==> config.mk <==
export PLATFORM = sky130hd
export DESIGN_NAME = irq_prio_ctrl
export DESIGN_NICKNAME = d
export VERILOG_FILES = /design/src/rtl/irq_prio_ctrl.sv
export SDC_FILE = /design/constraint.sdc
export NUM_CORES = 1
export LEC_CHECK = 0
export ABC_AREA = 1
export CORE_MARGIN = 2
export CORE_UTILIZATION = 43
export DETAILED_ROUTE_END_ITERATION = 10
export PLACE_DENSITY = 0.84
export SETUP_SLACK_MARGIN = 0.3
export SYNTH_ARGS = -nofsm -noshare
export SYNTH_HDL_FRONTEND = slang
export SYNTH_SLANG_ARGS = --single-unit
==> constraint.sdc <==
create_clock -name clk -period 1.6 [get_ports clk]
set_input_delay 0.16 -clock clk [delete_from_list [all_inputs] [get_ports clk]]
set_output_delay 0.16 -clock clk [all_outputs]
set_load 0.05 [all_outputs]
==> src/rtl/irq_prio_ctrl.sv <==
// ---------------------------------------------------------------------------
// irq_prio_ctrl
//   Pending-request capture and grant stage. Request events are latched into
//   a pending register; the highest set pending bit (bit N-1 first) is
//   offered as an index on a valid/ready handshake. The pending bit of the
//   offered index is cleared when the offer is accepted.
//
//   Build option: define IRQ_EDGE_EN for rising-edge request detection.
//   Without it, requests are level-sensitive: a held line re-pends every
//   cycle.
//
// Ports
//   clk         in   clock, rising edge
//   rst_n       in   asynchronous active-low reset
//   en          in   enable; gates new offers and the gs/eo flags
//   req         in   N request lines
//   code_ready  in   consumer ready
//   code_valid  out  offer valid (registered)
//   code        out  offered index (registered, holds while not valid)
//   gs          out  en & any pending
//   eo          out  en & nothing pending
//   pending     out  pending register
//   state_dbg   out  FSM state (0 = IDLE, 1 = OFFER), for observation
//
// Handshake: an offer is presented with code_valid=1 and code stable; it is
// transferred on a rising edge where code_valid && code_ready. Once raised,
// code_valid is never withdrawn before that transfer (only reset drops it).
// ---------------------------------------------------------------------------
module irq_prio_ctrl #(
  parameter int N = 16,
  parameter int W = 4
) (
  input  logic         clk,
  input  logic         rst_n,
  input  logic         en,
  input  logic [N-1:0] req,
  input  logic         code_ready,
  output logic         code_valid,
  output logic [W-1:0] code,
  output logic         gs,
  output logic         eo,
  output logic [N-1:0] pending,
  output logic         state_dbg
);

  typedef enum logic {
    S_IDLE  = 1'b0,
    S_OFFER = 1'b1
  } state_e;

  state_e       state_q;
  logic [N-1:0] pend_q;
  logic [N-1:0] pend_d;
  logic [W-1:0] code_q;
  logic         code_valid_q;
  logic [N-1:0] evt;
  logic [N-1:0] clr_mask;
  logic [W-1:0] sel;
  logic         accept;

`ifdef IRQ_EDGE_EN
  // Registered copy of req. Reset to 0 so a line already high when reset
  // releases is seen as one rising edge.
  logic [N-1:0] req_q;

  always_ff @(posedge clk or negedge rst_n) begin
    if (!rst_n) begin
      req_q <= '0;
    end else begin
      req_q <= req;
    end
  end

  assign evt = req & ~req_q;
`else
  assign evt = req;
`endif

  assign accept = code_valid_q & code_ready;

  always_comb begin
    clr_mask = '0;
    if (accept) begin
      clr_mask[code_q] = 1'b1;
    end
  end

  // New events are OR-ed in after the clear, so a fresh event on the bit
  // being accepted in the same cycle is kept.
  assign pend_d = (pend_q & ~clr_mask) | evt;

  // Ascending scan: the last set bit found (highest index) wins.
  always_comb begin
    sel = '0;
    for (int i = 0; i < N; i++) begin
      if (pend_q[i]) begin
        sel = W'(i);
      end
    end
  end

  always_ff @(posedge clk or negedge rst_n) begin
    if (!rst_n) begin
      pend_q <= '0;
    end else begin
      pend_q <= pend_d;
    end
  end

  always_ff @(posedge clk or negedge rst_n) begin
    if (!rst_n) begin
      state_q      <= S_IDLE;
      code_q       <= '0;
      code_valid_q <= 1'b0;
    end else begin
      case (state_q)
        S_IDLE: begin
          if (en && (|pend_q)) begin
            code_q       <= sel;
            code_valid_q <= 1'b1;
            state_q      <= S_OFFER;
          end else begin
            code_valid_q <= 1'b0;
          end
        end
        S_OFFER: begin
          // No preemption and no withdrawal: only acceptance ends an offer.
          if (code_ready) begin
            code_valid_q <= 1'b0;
            state_q      <= S_IDLE;
          end
        end
        default: begin
          code_valid_q <= 1'b0;
          state_q      <= S_IDLE;
        end
      endcase
    end
  end

  assign code_valid = code_valid_q;
  assign code       = code_q;
  assign pending    = pend_q;
  assign gs         = en & (|pend_q);
  assign eo         = en & ~(|pend_q);
  assign state_dbg  = state_q;

endmodule

Word level (Yosys, flattened, before mapping):

Index checks and enable logic that the tools add are counted.

* $lt $le $gt $ge: 2
* equal/unequal tests: 1
* multiplexer cells: 23
* bitwise operators: 8
* reduce and logical (&&, ||, !) cells: 4

Operators with widths (number)
* $mux 4: 14
* $and 16x16->16: 1
* $mux 16: 1
* $not 16->16: 1
* $or 16x16->16: 1
* $reduce_or 16->1: 1
* $lt 4x5->1 const B: 1
* $mux 1: 5
* $demux 1 s4: 1
* $ge 4x1->1 const B: 1
* $pmux 1 s2: 2
* $and 1x1->1: 3
* $logic_and 1x1->1: 2
* $ne 2x2->1 const B: 1
* $not 1->1: 2
* $reduce_and 2->1: 1

* flip-flop bits (word level): 22
* input bits: 20
* output and inout port bits: 24
* word-level logic and storage cells: 42

Logic depth before layout (Yosys ltp):

Gate-level depths: netlist of run 1.

* depth after elaboration: 15
* gate-level depth with buffers: 15
* depth with buffers taken out: 15

Least setup slack after synthesis of run 1:

Ideal clock, no wire load.

* path type: register -> output
* start: register pend_q[2], in the netlist pending[2]
* end: output port eo
* data arrival time: 1.748 ns
* required time: 1.440 ns
* setup slack: -0.308 ns
* stages on the path, launching flop included: 6
* buffers on the path: 0
* path through: dfrtp_1 inv_1 nand2_1 nor4_4 nand2_2 nor2_1

* cells in the longest elaborated chain, start to end: 3

Ends and longest elaborated chain
* start, declared: line 52 `logic [N-1:0] pend_q;`
* start signal, assigned: line 106 `pend_q <= pend_d;`
* $reduce_or 16->1: line 145 `assign eo = en & ~(|pend_q);`
* $not 1->1: line 145
* $and 1x1->1: line 145
* end, declared: line 41 `output logic eo,`

Every way passes these cells.

Worst setup path after layout of run 1:

* start: register pend_q[4], in the netlist pending[4]
* end: output port gs

* cells in the longest elaborated chain, start to end: 2

Ends and longest elaborated chain
* $reduce_or 16->1: line 144 `assign gs = en & (|pend_q);`
* $and 1x1->1: line 144
* end, declared: line 40 `output logic gs,`

Every way passes these cells.

==> results of run 1 <==
[cell usage after synthesis]
library cell | number | share of area
nand2_1 | 34 | 0.11
inv_1 | 24 | 0.080
dfrtp_1 | 22 | 0.49
nor2_1 | 20 | 0.066
o21bai_1 | 13 | 0.086
o21ai_0 | 5 | 0.022
inv_2 | 4 | 0.013
nand3_1 | 4 | 0.018
nor2_2 | 4 | 0.022
nand2_2 | 3 | 0.017
a21oi_2 | 1 | 0.0077
a31oi_1 | 1 | 0.0055
clkinv_4 | 1 | 0.0077
nand3_2 | 1 | 0.0088
nor2_4 | 1 | 0.0099
nor4_4 | 1 | 0.019
o21a_1 | 1 | 0.0066
o21ai_1 | 1 | 0.0044
o21ai_2 | 1 | 0.0077
[power groups by stage]
stage          clock (mW)  sequential [mW]  combinational, mW
2_1_floorplan           0            0.734             0.0929
3_3_place_gp            0            0.635              0.324
3_5_place_dp            0            0.637              0.329
4_1_cts             0.267            0.628              0.333
5_1_grt             0.288            0.635              0.364
6_report            0.267            0.631              0.343
[logic make-up after synthesis]
family | count (synthesis) | share of synthesized area
DFF | 22 | 0.486
buffers and inverters | 29 | 0.101
and+or+nand+nor | 68 | 0.273
AOI/OAI and AO/OA | 23 | 0.140
[per-stage QoR]
| step | setup TNS, ns | total power, mW | instances | area (µm²) | setup slack, ns |
|---|---|---|---|---|---|
| floorplan | 0 | 0.827 | 142 | 1160 | 0.102 |
| global placement | 0 | 0.959 | 216 | 1590 | 0.140 |
| finish | -0.213 | 1.24 | 224 | 1690 | -0.0784 |
| CTS | -0.197 | 1.23 | 223 | 1640 | -0.0984 |
| global route | -0.900 | 1.29 | 224 | 1690 | -0.194 |
| detailed placement | 0 | 0.966 | 216 | 1590 | 0.107 |
[cell usage in the layout, fill, tap and decap left out]
cell type and count:
inv_2 6, nand2_2 6, buf_4 27, dfrtp_2 15
buf_12 1, o21ai_2 1, o21bai_1 13, nand2_4 1
nand3_1 4, nand2_1 30, clkbuf_4 3, nor2_1 16
clkbuf_1 1, o21a_1 1, nor2_2 5, a21oi_2 1
a31oi_1 1, nor2_4 4, nand3_4 1, clkinv_4 1
nor4_4 1, buf_6 1, o21ai_0 3, o21ai_1 3
clkdlybuf4s50_1 19, dfrtp_1 7, inv_1 22
[worst min-delay path by stage]
stage,cells after the start,slack (ns),from,to
after floorplan,0,-0.14,rst_n,code[0]
after global placement,1,0.52,code_valid,code_valid
after detailed placement,2,0.53,rst_n,pending[12]
after CTS,2,0.19,rst_n,pending[12]
after global routing,2,0.22,rst_n,pending[12]
final,2,0.18,rst_n,pending[12]
[timing repair]
action	in CTS	in global routing
pin swaps	1	2
resized for setup	4	11
endpoints found under the setup margin	8	8
setup buffers	3	1
cloned	0	0
[registers in the layout, indices dropped and copies added, names as in the netlist]
signal and flops:
code 4, code_valid 1, pending 16, state_dbg 1
[worst register-to-register path: cells and delay by family, from the launching register on]
| kind | cells | cell delay (ns) |
|---|---|---|
| buffers and inverters | 3 | 0.30 |
| flip-flops | 1 | 0.44 |
| AND/OR/NAND/NOR | 6 | 0.63 |
| AO/OA/AOI/OAI | 2 | 0.18 |
[layer usage]
metal | GRT usage | wire length, µm
met5 | 0 | 0
met4 | 0.0383 | 19
met3 | 0.0328 | 160
met2 | 0.321 | 1390
met1 | 0.239 | 1200
[layout make-up]
class / instances / share of cell area
clock buffer: 4 / 0.0156
multi-input combinational: 91 / 0.306
inverter: 29 / 0.0675
sequential: 22 / 0.338
tap: 30 / 0.0223
timing repair buffer: 48 / 0.251
==> flow_metrics.tcl, run 1 <==
set metrics [dict create \
    status "complete, but fails checks" \
    violations "setup timing" \
    grt_pass1_vias 1053 \
    hpwl_mm 2.16 \
    skew_ns 0.00496 \
    hold-worst-slack_ns 0.184 \
    finalCritPeriodShare 1.05 \
    startpoint_type "flop" \
    worst_skew_pair.late_latency_ns 0.30 \
    crit_chain "nor2_4 -> nand3_4 -> nor4_4 -> nand2_2 -> nand2_2 -> inv_2 -> buf_6" \
    ant_nets 0 \
    worstSetupEndpointType "output port" \
    switching_share 0.348 \
    maxCapViolCount 0 \
    critical_path.max_stage_delay_ns 0.44 \
    clockBufferDepth 2 \
    worst_slack_ns -0.0784 \
    syn_nets 162 \
    cp.arrival_ns 1.52 \
    clock_sinks 22 \
    htreeDepth 1 \
    path_max_fanout 2 \
    ys_warn_count 0 \
    seqCellArea_um2 569 \
    vias 1100 \
    nets 215 \
    yosys.cell_types.count 19 \
    report.final.slew_viol_count 0 \
    wl_per_cell_um 12.4 \
    rsz0062_at_grt "yes" \
    p_sw_mw 0.432 \
    n_fill_cell 226 \
    hold_viol_final 0 \
    syn_area_per_cell_um2 7.97 \
    fmax_mhz 596 \
    comb_power_share 0.276 \
    cp_common_cell "nand2_2" \
    core_mm2 0.00248 \
    initial_utilization 0.457 \
    setup_viol 3 \
    path_depth 7 \
    grt_pass1_wl_mm 4.62 \
    slew_headroom 0.807 \
    final_util 0.681 \
    critical_path_class "reg2out" \
    clockRootBuffer "clkbuf_4" \
    synth_area_mm2 0.00113 \
    cp_slowest_cell "dfrtp_2" \
    die_area_mm2 0.00306 \
    io_buffers 43 \
    grt_usage 0.184 \
    crit_end "gs" \
    reg2reg_depth 11 \
    r2r_start "pending[4]" \
    postCtsHoldBufs 0 \
    p_leak_nw 0.811 \
    ys_seq_elements 22 \
    fp.dieW_um 55.3 \
    worst_slew_pin_slew_ns 0.289 \
    power_density_mw_per_mm2 736 \
    pwr-share-clk 0.215 \
    io_pins 44 \
    multi_input_area_um2 515 \
    vias_per_cell 4.91 \
    gp_congestion 0.898 \
    power.internal_mw 0.808 \
    min_path_type "in2async" \
    startpoint "pending[4]" \
    num_rows 18 \
    critPathBufInv 2 \
    period_needed_ns 1.68 \
    postRouteWirelength_mm 2.77 \
    antenna_found_initial 0 \
    r2r_end "code_valid" \
    dr.pass1.iters 4 \
    grt_max_degree 23 \
    synth-seq-area-share 0.486 \
    tritoncts "built" \
    die_h_um 55.3 \
    syn_to_final_growth_pct 49.0 \
    synthCells 142 \
    drc 0 \
    numCtsBuffers 3 \
    insertedDiodeCount 0 \
    required_ns 1.44 \
    clk_pin_slew_ns 0.13 \
    path_delay_family "simple AND/OR/NAND/NOR gates" \
    drt_iter0_drc 24 \
    overflow 0 \
    ir_drop_mv 0.668 \
    seqPwrFrac 0.509 \
    layout-drive-gt1-share 0.381 \
    reg2reg_slack_ns -0.06 \
]
Note: power is estimated with default switching activity, not from simulation.
==> run 2: changes to the inputs <==
- CTS_CLUSTER_DIAMETER: default -> 40
- TNS_END_PERCENT: default -> 100
==> results of run 2 <==
Same layout as run 1: the final DEF is identical, and so are final timing and power.
==> run 3: changes to the inputs <==
- HOLD_SLACK_MARGIN: default -> 0.05
==> results of run 3 <==
Same layout as run 1: the final DEF is identical, and so are final timing and power.
